--- src/rtl/adf4158_pkg.sv ---
// Shared definitions for the ADF4158 register sequencer: addresses, field layout, FSM states,
// and the word packer used by both the RTL and the bench reference.
package adf4158_pkg;

  localparam int unsigned SEQ_LEN = 10;

  localparam logic [2:0] R0_ADDR = 3'd0;
  localparam logic [2:0] R1_ADDR = 3'd1;
  localparam logic [2:0] R2_ADDR = 3'd2;
  localparam logic [2:0] R3_ADDR = 3'd3;
  localparam logic [2:0] R4_ADDR = 3'd4;
  localparam logic [2:0] R5_ADDR = 3'd5;
  localparam logic [2:0] R6_ADDR = 3'd6;
  localparam logic [2:0] R7_ADDR = 3'd7;

  localparam int unsigned CTRL_W       = 3;
  localparam int unsigned INT_LSB      = 15;
  localparam int unsigned INT_W        = 12;
  localparam int unsigned FRACMSB_LSB  = 3;
  localparam int unsigned FRACMSB_W    = 12;
  localparam int unsigned FRACLSB_LSB  = 15;
  localparam int unsigned FRACLSB_W    = 13;
  localparam int unsigned MUX_LSB      = 27;
  localparam int unsigned RAMP_EN_BIT  = 31;
  localparam int unsigned CP_LSB       = 24;
  localparam int unsigned PRESC_BIT    = 22;
  localparam int unsigned RDIV2_BIT    = 21;
  localparam int unsigned DBL_BIT      = 20;
  localparam int unsigned RCNT_LSB     = 15;
  localparam int unsigned CLK1_LSB     = 3;
  localparam int unsigned RMODE_LSB    = 10;
  localparam int unsigned CLKMODE_LSB  = 19;
  localparam int unsigned CLK2_LSB     = 7;
  localparam int unsigned DEV_LSB      = 3;
  localparam int unsigned DEVOFF_LSB   = 19;
  localparam int unsigned SEL_BIT      = 23;
  localparam int unsigned STEP_LSB     = 3;

  typedef enum logic [1:0] {ST_IDLE, ST_ISSUE, ST_DONE} state_t;

  // Run-time chirp configuration
  typedef struct packed {
    logic [11:0] int_div;
    logic [24:0] frac;
    logic [4:0]  rcnt;
    logic [11:0] clk1_div;
    logic [11:0] clk2_div;
    logic [1:0]  ramp_mode;
    logic        ramp_en;
    logic [15:0] dev0;
    logic [15:0] dev1;
    logic [3:0]  dev_off;
    logic [19:0] step0;
    logic [19:0] step1;
  } cfg_t;

  // Build-time device settings
  typedef struct packed {
    logic [3:0] cp_current;
    logic       prescaler;
    logic       ref_doubler;
    logic       rdiv2;
    logic [3:0] muxout;
    logic [1:0] clk_div_mode;
  } static_t;

  // Word for sequence slot idx: R7, R6 x2, R5 x2, R4, R3, R2, R1, R0
  function automatic logic [31:0] pack_word(input logic [3:0] idx, input cfg_t cfg,
                                            input static_t st);
    logic [31:0] w;
    w = '0;
    case (idx)
      4'd0: w[CTRL_W-1:0] = R7_ADDR;
      4'd1, 4'd2: begin
        w[SEL_BIT]           = (idx == 4'd2);
        w[STEP_LSB +: 20]    = (idx == 4'd2) ? cfg.step1 : cfg.step0;
        w[CTRL_W-1:0]        = R6_ADDR;
      end
      4'd3, 4'd4: begin
        w[SEL_BIT]           = (idx == 4'd4);
        w[DEVOFF_LSB +: 4]   = cfg.dev_off;
        w[DEV_LSB +: 16]     = (idx == 4'd4) ? cfg.dev1 : cfg.dev0;
        w[CTRL_W-1:0]        = R5_ADDR;
      end
      4'd5: begin
        w[CLKMODE_LSB +: 2]  = st.clk_div_mode;
        w[CLK2_LSB +: 12]    = cfg.clk2_div;
        w[CTRL_W-1:0]        = R4_ADDR;
      end
      4'd6: begin
        w[RMODE_LSB +: 2]    = cfg.ramp_mode;
        w[CTRL_W-1:0]        = R3_ADDR;
      end
      4'd7: begin
        w[CP_LSB +: 4]       = st.cp_current;
        w[PRESC_BIT]         = st.prescaler;
        w[RDIV2_BIT]         = st.rdiv2;
        w[DBL_BIT]           = st.ref_doubler;
        w[RCNT_LSB +: 5]     = cfg.rcnt;
        w[CLK1_LSB +: 12]    = cfg.clk1_div;
        w[CTRL_W-1:0]        = R2_ADDR;
      end
      4'd8: begin
        w[FRACLSB_LSB +: FRACLSB_W] = cfg.frac[12:0];
        w[CTRL_W-1:0]               = R1_ADDR;
      end
      4'd9: begin
        w[RAMP_EN_BIT]              = cfg.ramp_en;
        w[MUX_LSB +: 4]             = st.muxout;
        w[INT_LSB +: INT_W]         = cfg.int_div;
        w[FRACMSB_LSB +: FRACMSB_W] = cfg.frac[24:13];
        w[CTRL_W-1:0]               = R0_ADDR;
      end
      default: w = '0;
    endcase
    return w;
  endfunction

endpackage

--- src/rtl/adf4158_reg_sequencer_if.sv ---
// Word handshake between the register sequencer and the 3-wire serial shifter.
interface adf4158_reg_sequencer_if;
  logic [31:0] word_data;
  logic        word_valid;
  logic        word_ready;

  modport master (output word_data, output word_valid, input word_ready);
  modport slave  (input word_data, input word_valid, output word_ready);
endinterface

--- src/rtl/adf4158_word_builder.sv ---
// Combinational slot-index + config to ADF4158 register word.
module adf4158_word_builder
  import adf4158_pkg::*;
(
  input  logic [3:0]  i_idx,
  input  cfg_t        i_cfg,
  input  static_t     i_st,
  output logic [31:0] o_word_c
);

  // Word packing lives in the package so it has a single definition
  always_comb o_word_c = pack_word(i_idx, i_cfg, i_st);

endmodule

--- src/rtl/adf4158_reg_sequencer.sv ---
// ADF4158 register sequencer: one pass of ten register words per accepted start, R0 last.
// Optional build macro ADF4158_CFG_SHADOW_EN: capture cfg_* on the accepted start and build
// every word of the pass from that snapshot.
module adf4158_reg_sequencer
  import adf4158_pkg::*;
#(
  parameter logic [3:0] CP_CURRENT   = 4'd7,
  parameter logic       PRESCALER    = 1'b1,
  parameter logic       REF_DOUBLER  = 1'b0,
  parameter logic       RDIV2        = 1'b0,
  parameter logic [3:0] MUXOUT       = 4'd0,
  parameter logic [1:0] CLK_DIV_MODE = 2'd3
) (
  input  logic        clk,
  input  logic        reset_n,
  input  logic        start,
  input  logic [11:0] cfg_int,
  input  logic [24:0] cfg_frac,
  input  logic [4:0]  cfg_rcnt,
  input  logic [11:0] cfg_clk1_div,
  input  logic [11:0] cfg_clk2_div,
  input  logic [1:0]  cfg_ramp_mode,
  input  logic        cfg_ramp_en,
  input  logic [15:0] cfg_dev0,
  input  logic [15:0] cfg_dev1,
  input  logic [3:0]  cfg_dev_off,
  input  logic [19:0] cfg_step0,
  input  logic [19:0] cfg_step1,
  adf4158_reg_sequencer_if.master wbus,
  output logic        busy,
  output logic        done,
  output logic [3:0]  word_idx
);

  localparam logic [3:0] LAST_IDX = 4'(SEQ_LEN - 1);

  state_t      r_state, w_state_nxt;
  logic [3:0]  r_idx, w_idx_nxt;
  logic        r_valid, r_busy, r_done;
  logic [31:0] r_data;
  logic        w_valid_nxt, w_busy_nxt, w_done_nxt;
  logic [31:0] w_data_nxt, w_word;
  logic        w_xfer;
  cfg_t        w_cfg_live, w_cfg;
  static_t     w_st;

  assign w_cfg_live = '{int_div: cfg_int, frac: cfg_frac, rcnt: cfg_rcnt,
                        clk1_div: cfg_clk1_div, clk2_div: cfg_clk2_div,
                        ramp_mode: cfg_ramp_mode, ramp_en: cfg_ramp_en,
                        dev0: cfg_dev0, dev1: cfg_dev1, dev_off: cfg_dev_off,
                        step0: cfg_step0, step1: cfg_step1};
  assign w_st = '{cp_current: CP_CURRENT, prescaler: PRESCALER, ref_doubler: REF_DOUBLER,
                  rdiv2: RDIV2, muxout: MUXOUT, clk_div_mode: CLK_DIV_MODE};
  assign w_xfer = r_valid & wbus.word_ready;

`ifdef ADF4158_CFG_SHADOW_EN
  cfg_t r_cfg;

  // Snapshot config on the accepted start
  always_ff @(posedge clk or negedge reset_n) begin
    if (!reset_n)                             r_cfg <= '0;
    else if (r_state == ST_IDLE && start)     r_cfg <= w_cfg_live;
  end

  // Word 0 is built on the start edge itself, before the snapshot is visible
  assign w_cfg = (r_state == ST_IDLE) ? w_cfg_live : r_cfg;
`else
  assign w_cfg = w_cfg_live;
`endif

  adf4158_word_builder u_builder (
    .i_idx    (w_idx_nxt),
    .i_cfg    (w_cfg),
    .i_st     (w_st),
    .o_word_c (w_word)
  );

  // State and word index register
  always_ff @(posedge clk or negedge reset_n) begin
    if (!reset_n) begin
      r_state <= ST_IDLE;
      r_idx   <= '0;
    end else begin
      r_state <= w_state_nxt;
      r_idx   <= w_idx_nxt;
    end
  end

  // Next-state: advance one slot per transfer, leave after the R0 transfer
  always_comb begin
    w_state_nxt = r_state;
    w_idx_nxt   = r_idx;
    case (r_state)
      ST_IDLE: if (start) begin
        w_state_nxt = ST_ISSUE;
        w_idx_nxt   = '0;
      end
      ST_ISSUE: if (w_xfer) begin
        if (r_idx == LAST_IDX) begin
          w_state_nxt = ST_DONE;
          w_idx_nxt   = '0;
        end else begin
          w_idx_nxt   = r_idx + 4'd1;
        end
      end
      ST_DONE: w_state_nxt = ST_IDLE;
      default: w_state_nxt = ST_IDLE;
    endcase
  end

  // Output decode from the upcoming state; data forced to zero when not valid
  always_comb begin
    w_valid_nxt = (w_state_nxt == ST_ISSUE);
    w_busy_nxt  = (w_state_nxt == ST_ISSUE);
    w_done_nxt  = (w_state_nxt == ST_DONE);
    w_data_nxt  = w_valid_nxt ? w_word : '0;
  end

  // Output registers
  always_ff @(posedge clk or negedge reset_n) begin
    if (!reset_n) begin
      r_valid <= 1'b0;
      r_busy  <= 1'b0;
      r_done  <= 1'b0;
      r_data  <= '0;
    end else begin
      r_valid <= w_valid_nxt;
      r_busy  <= w_busy_nxt;
      r_done  <= w_done_nxt;
      r_data  <= w_data_nxt;
    end
  end

  assign wbus.word_data  = r_data;
  assign wbus.word_valid = r_valid;
  assign busy            = r_busy;
  assign done            = r_done;
  assign word_idx        = r_idx;

endmodule

--- src/flat_wrapper.sv ---
// flat-port wrapper written by rule: the top's interface ports become plain ports
module adf4158_reg_sequencer_flat import adf4158_pkg::*;
#(
  parameter logic [3:0] CP_CURRENT   = 4'd7,
  parameter logic       PRESCALER    = 1'b1,
  parameter logic       REF_DOUBLER  = 1'b0,
  parameter logic       RDIV2        = 1'b0,
  parameter logic [3:0] MUXOUT       = 4'd0,
  parameter logic [1:0] CLK_DIV_MODE = 2'd3
)
  (clk, reset_n, start, cfg_int, cfg_frac, cfg_rcnt, cfg_clk1_div, cfg_clk2_div, cfg_ramp_mode, cfg_ramp_en, cfg_dev0, cfg_dev1, cfg_dev_off, cfg_step0, cfg_step1, busy, done, word_idx, wbus_word_data, wbus_word_valid, wbus_word_ready);
  adf4158_reg_sequencer_if wbus_i ();
  input  logic clk;
  input  logic reset_n;
  input  logic start;
  input  logic [11:0] cfg_int;
  input  logic [24:0] cfg_frac;
  input  logic [4:0] cfg_rcnt;
  input  logic [11:0] cfg_clk1_div;
  input  logic [11:0] cfg_clk2_div;
  input  logic [1:0] cfg_ramp_mode;
  input  logic cfg_ramp_en;
  input  logic [15:0] cfg_dev0;
  input  logic [15:0] cfg_dev1;
  input  logic [3:0] cfg_dev_off;
  input  logic [19:0] cfg_step0;
  input  logic [19:0] cfg_step1;
  output logic busy;
  output logic done;
  output logic [3:0] word_idx;
  output wire logic [$bits(wbus_i.word_data)-1:0] wbus_word_data;
  output wire logic [$bits(wbus_i.word_valid)-1:0] wbus_word_valid;
  input wire logic [$bits(wbus_i.word_ready)-1:0] wbus_word_ready;
  assign wbus_word_data = wbus_i.word_data;
  assign wbus_word_valid = wbus_i.word_valid;
  assign wbus_i.word_ready = wbus_word_ready;
  adf4158_reg_sequencer #(.CP_CURRENT(CP_CURRENT), .PRESCALER(PRESCALER), .REF_DOUBLER(REF_DOUBLER), .RDIV2(RDIV2), .MUXOUT(MUXOUT), .CLK_DIV_MODE(CLK_DIV_MODE)) u_core (.clk(clk), .reset_n(reset_n), .start(start), .cfg_int(cfg_int), .cfg_frac(cfg_frac), .cfg_rcnt(cfg_rcnt), .cfg_clk1_div(cfg_clk1_div), .cfg_clk2_div(cfg_clk2_div), .cfg_ramp_mode(cfg_ramp_mode), .cfg_ramp_en(cfg_ramp_en), .cfg_dev0(cfg_dev0), .cfg_dev1(cfg_dev1), .cfg_dev_off(cfg_dev_off), .cfg_step0(cfg_step0), .cfg_step1(cfg_step1), .wbus(wbus_i), .busy(busy), .done(done), .word_idx(word_idx));
endmodule
--- config.mk ---
export PLATFORM = sky130hd
export DESIGN_NAME = adf4158_reg_sequencer_flat
export DESIGN_NICKNAME = d
export VERILOG_FILES = /design/src/rtl/adf4158_pkg.sv /design/src/rtl/adf4158_reg_sequencer_if.sv /design/src/rtl/adf4158_word_builder.sv /design/src/rtl/adf4158_reg_sequencer.sv /design/src/flat_wrapper.sv
export SDC_FILE = /design/constraint.sdc
export NUM_CORES = 1
export LEC_CHECK = 0
export CORE_AREA = 2 2 95 88
export DETAILED_ROUTE_END_ITERATION = 16
export DIE_AREA = 0 0 97 90
export PLACE_DENSITY_LB_ADDON = 0.08
export SYNTH_ARGS = -nofsm -noshare
export SYNTH_HDL_FRONTEND = slang
export SYNTH_SLANG_ARGS = --single-unit
--- constraint.sdc ---
create_clock -name clk -period 3.9 [get_ports clk]
set_input_delay 0.39 -clock clk [delete_from_list [all_inputs] [get_ports clk]]
set_output_delay 0.39 -clock clk [all_outputs]
set_load 0.01 [all_outputs]
==> results of run 1 <==
-- critical path: stages, from the launching register on --
cell and delay, ps:
dfrtp_1 600, ha_1 240, and3b_1 400, and3_1 310, o311ai_2 270, nor3_1 720
a22oi_1 220, a311oi_1 280
-- per-layer routing --
layer  part of all wire  wire (µm)  GRT usage
met1               0.40       5040      0.354
met2               0.49       6170      0.473
met3              0.093       1180     0.0614
met4              0.017        213     0.0810
met5                  0          0          0
-- state kept, by name, indices dropped and copies added, names as in the netlist --
name / count
u_core.done: 1
u_core.word_idx: 4
u_core.wbus.word_valid: 1
u_core.wbus.word_data: 29
u_core.r_state: 2
-- power by group --
| part | total [W] | internal [W] | switching (W) |
|---|---|---|---|
| registers | 0.000636 | 0.000526 | 0.000110 |
| logic | 0.00301 | 0.00119 | 0.00182 |
| clock network | 0.000415 | 0.000258 | 0.000157 |
-- per-stage QoR --
step | setup WS (ps) | cells | utilization | instance area (µm²)
after CTS | 808 | 617 | 0.652 | 5090
after global routing | 456 | 617 | 0.652 | 5090
final | 744 | 617 | 0.652 | 5090
after global placement | 626 | 609 | 0.635 | 4950
after floorplan | 1390 | 345 | - | 3100
after detailed placement | 531 | 609 | 0.635 | 4950
-- cells by family after synthesis --
| group | after synthesis |
|---|---|
| flip-flops | 37 |
| other | 1 |
| multiplexers | 17 |
| AND/OR/NAND/NOR | 122 |
| XOR/XNOR | 1 |
| adder cells (fa/ha/maj) | 2 |
| buffers and inverters | 42 |
| AO/OA/AOI/OAI | 121 |
-- cell usage in the layout, fill, tap and decap left out, drive strengths merged, types with 3 or more instances in the layout --
master	Yosys	final
a2111oi	4	4
a211o	3	3
a211oi	11	11
a21o	9	9
a21oi	14	14
a221oi	3	3
a22o	5	5
a22oi	10	10
a311oi	6	6
a31o	4	4
a31oi	8	8
a32oi	7	7
and3	8	8
and4	8	8
buf	22	13
clkbuf	9	5
clkdlybuf4s50	0	183
conb	1	3
dfrtp	37	37
inv	10	11
mux2	14	14
mux2i	3	3
nand2	17	17
nand3	47	47
nand4	6	6
nor2	11	11
nor2b	3	3
nor3	11	11
o211ai	4	4
o21ai	19	19
-- worst paths after layout --
kind / from / to / slack (ps) / cells after the start
max in group asynchronous: reset_n / u_core.word_idx[0] / 3190 / 1
min reg2reg: u_core.r_state[0] / u_core.r_state[1] / 860 / 2
min in group clk: cfg_ramp_en / u_core.wbus.word_data[31] / 670 / 2
min: reset_n / u_core.r_state[1] / 180 / 1
max reg2reg: u_core.word_idx[0] / u_core.wbus.word_data[19] / 740 / 7
max: u_core.word_idx[0] / u_core.wbus.word_data[19] / 740 / 7
-- final cells by class --
| type | instances | area [µm²] |
|---|---|---|
| multi-input cells | 266 | 1930 |
| flip-flops and latches | 37 | 926 |
| clock inverters | 3 | 68.8 |
| clock buffers | 5 | 68.8 |
| fillers | 646 | 2710 |
| inverters | 11 | 41.3 |
| repair buffers | 196 | 1930 |
| well taps | 99 | 124 |
==> impl_metrics.tcl, run 1 <==
set metrics [dict create \
    status "completed" \
    critPathRequiredTime_ps 4090 \
    maxCapViolations 0 \
    cts_resized 0 \
    ys_seq_elements 37 \
    drive_gt1_frac 0.124 \
    worst_slew_pin_slew_ps 834 \
    vias_per_cell 6.03 \
    n_antenna_cell 0 \
    cts_tree "yes" \
    synth-compound-area-share 0.301 \
    power.density_mw_per_mm2 798 \
    synth.area.mux_share 0.0607 \
    rsz0062_at_grt "false" \
    ant_nets 0 \
    fin_crit_ps 3160 \
    whs_ps 179 \
    die_w_um 97 \
    htreeDepth 2 \
    drt_first_pass_iters 5 \
    synth_top_family_by_area "compound AO/OA/AOI/OAI gates" \
    cts.path.max_buffers 2 \
    post_drt_wl_per_cell_um 20.4 \
    synth.cell_area_mm2 0.00309 \
    place.port_buffers 184 \
    postCtsSetupBuffers 0 \
    cts_hold_buf 0 \
    clk_latency_ps 300 \
    synth_fa_ha_area_frac 0.00809 \
    nNetsFinal 668 \
    synth_edf_count 0 \
    setup_violations 0 \
    synthSimpleGateAreaFrac 0.248 \
    core_mm2 0.00780 \
    hp-class "in -> async" \
    grt_remaining_overflow 0 \
    grt_usage 0.278 \
    worstSetupEndpointType "register" \
    slew_headroom 0.440 \
    grt_pass1_vias 3758 \
    yosys-top-cells-count "nand3_1, dfrtp_1, nand2_1" \
    antenna_found_initial 0 \
    synthTopCellsByArea "dfrtp_1, nand3_1, mux2_2, and4_1, o21ai_0" \
    crit_arrival_ps 3350 \
    synth_top_area_frac 0.299 \
    start_kind "register" \
    async_flop_share 1.00 \
    finalSetupTns_ps 0 \
    ys_seq_area_frac 0.299 \
    p_leak_nw 1.92 \
    synth_cell_types 69 \
    die-area_mm2 0.00873 \
    vias 3723 \
    numCtsBuffers 5 \
    syn_area_per_cell_um2 9.01 \
    syn-instance-count 343 \
    synth_top_area_cell "dfrtp_1" \
    drt-initial-drc-count 247 \
    peakVddDrop_uv 406 \
    critPathMaxFanout 11 \
    cts_sinks 37 \
    row_count 31 \
    start_util 0.397 \
    drc 0 \
    drv_slew 0 \
    synth.most_common_cell "nand3_1" \
    root_buffer "clkbuf_8" \
    dp_hpwl_mm 9.62 \
    synth-xor-area-share 0.00283 \
    totalWireLength_mm 12.6 \
    area_delta_synth_final_pct 64.5 \
    dieHeight_um 90 \
    ios 188 \
    ys.flop_type "dfrtp_1" \
    hold_violations 0 \
    worstSetupPathType "reg -> reg" \
    gp_congestion 0.881 \
    yosysWarnings 0 \
    cts.clk_slew.worst_paths_ps 80 \
    grt_pass1_wl_mm 19.3 \
    p_total_w 0.00406 \
    grt_start_max_net_pins 38 \
    fmax_mhz 317 \
    clock_skew_ps 9.88 \
    finalCritPeriodShare 0.809 \
]
Note: power is estimated with default switching activity, not from simulation.
==> run 2: changes to the inputs <==
- CORE_AREA: 2 2 95 88 -> 2 2 104 96
- DIE_AREA: 0 0 97 90 -> 0 0 106 98
- clock period: 3.9 -> 2.55 ns (I/O delays scaled with it)
==> run 2 against run 1 <==
Clock-buffer cell count up 1. Sequential power up 42%. Hold slack worse by 110 ps. Global-route usage down 2.4 points. Cell count up 14%. Combinational power up 96%. Via count up 4.4%. Flip-flop and latch count unchanged. Die area up 19%.
==> impl_metrics.tcl, run 2 (same netlist as run 1, synthesis figures left out) <==
set metrics [dict create \
    status "completed" \
    placed_cells 689 \
    fmax_mhz 400 \
    grt_start_max_net_pins 38 \
    clk_latency_ps 300 \
    drive_gt1_frac 0.232 \
    maxCapViolations 0 \
    cts_hold_buf 0 \
    crit_arrival_ps 2690 \
    cp-startpoint "u_core.word_idx[1]" \
    hp-class "in -> async" \
    dpl_worst_slack_ps -264 \
    grt_pass1_vias 3936 \
    worstSetupPathType "reg -> reg" \
    drt-initial-drc-count 157 \
    cts.path.max_buffers 2 \
    cts.clk_slew.worst_paths_ps 70 \
    worstSetupEndpointType "register" \
    htreeDepth 2 \
    final_common_cell "clkdlybuf4s50_1" \
    peakVddDrop_uv 670 \
    cts_sinks 37 \
    core_mm2 0.00940 \
    fin_crit_ps 2500 \
    place.port_buffers 184 \
    n_antenna_cell 0 \
    ios 188 \
    ant_nets 0 \
    grt_usage 0.254 \
    nNetsFinal 727 \
    rsz0062_at_grt "true" \
    fin_cells 703 \
    p_leak_nw 2.21 \
    utilization 0.601 \
    dieHeight_um 98 \
    die-area_mm2 0.0104 \
    dp_hpwl_mm 10.6 \
    area_delta_synth_final_pct 82.8 \
    setup_violations 0 \
    finalCritPeriodShare 0.980 \
    slew_headroom 0.427 \
    start_util 0.329 \
    mostFrequentLayoutCells "clkdlybuf4s50_1, buf_4, nand3_1" \
    row_count 34 \
    clock_skew_ps 6.87 \
    numCtsBuffers 5 \
    root_buffer "clkbuf_8" \
    hold_violations 0 \
    antenna_found_initial 0 \
    post_drt_wl_per_cell_um 19.4 \
    cts_tree "yes" \
    drv_slew 0 \
    critPathRequiredTime_ps 2740 \
    p_total_w 0.00722 \
    power.density_mw_per_mm2 1280 \
    worst_slew_pin_slew_ps 860 \
    drt_first_pass_iters 5 \
    gp_congestion 0.888 \
    rr_startpoint "u_core.word_idx[1]" \
    totalWireLength_mm 13.6 \
    grt_remaining_overflow 0 \
    critPathMaxFanout 33 \
    drc 0 \
    die_w_um 106 \
    finalWorstSetupSlack_ps 51.1 \
    vias_per_cell 5.53 \
    grt_pass1_wl_mm 20.5 \
    largest_register_ffs 29 \
    start_kind "register" \
    vias 3887 \
]
-- run 2: stage by stage --
step / cell area, µm² / hold slack (ps) / setup TNS, ps
6_report: 5650 / 64.7 / 0
5_1_grt: 5650 / 150 / -37.3
4_1_cts: 5520 / 103 / -7.85
3_5_place_dp: 5420 / 427 / -3930
3_3_place_gp: 5420 / 419 / -3370
2_1_floorplan: 3100 / -40.6 / 0
-- run 2: final timing paths --
| check | endpoint | slack [ps] | cells after the start |
|---|---|---|---|
| max | u_core.wbus.word_data[15] | 50 | 10 |
| min | u_core.wbus.word_data[2] | 60 | 1 |
| min in group clk | u_core.wbus.word_data[9] | 520 | 3 |
| max reg2reg | u_core.wbus.word_data[15] | 50 | 10 |
| max in group asynchronous | u_core.wbus.word_valid | 1940 | 1 |
| min reg2reg | u_core.r_state[1] | 810 | 2 |
-- run 2: what timing repair did --
item                       4_1_cts  5_1_grt
buffers inserted                 0        6
pin swaps                        1        9
hold endpoints to repair         0        0
setup endpoints to repair        6       18
gates resized for setup          5       19
-- run 2: area by class of cell --
type	instances	area, µm²
multi-input combinational	266	2020
inverter	11	41.3
sequential	37	926
tap	126	158
clock inverter	2	10.0
timing repair buffer	255	2430
clock buffer	6	72.6
fill	856	3750
-- run 2: power breakdown --
part	total, W	switching [W]	internal (W)
combinational	0.00590	0.00316	0.00274
sequential	0.000904	0.0000984	0.000805
clock	0.000413	0.000224	0.000190
-- run 2: critical path, cell delays in order, from the launching register on --
cell and delay [ps]:
dfrtp_1 380, buf_4 160, ha_1 200, and4_1 170, o31ai_1 210, buf_4 170
nor2_4 40, buf_6 200, a2111oi_1 490, a2111oi_1 90, a211oi_1 270
-- run 2: routing by layer --
layer,GRT usage,wire (µm),vias up
li1,-,-,1816
met1,0.322,5910,1873
met2,0.423,6370,173
met3,0.0554,967,25
met4,0.0962,364,0
met5,0,0,-
==> run 3: changes to the inputs <==
- CTS_CLUSTER_SIZE: unset -> 28
==> results of run 3 <==
Final layout, timing and power as in run 2 (identical DEF).
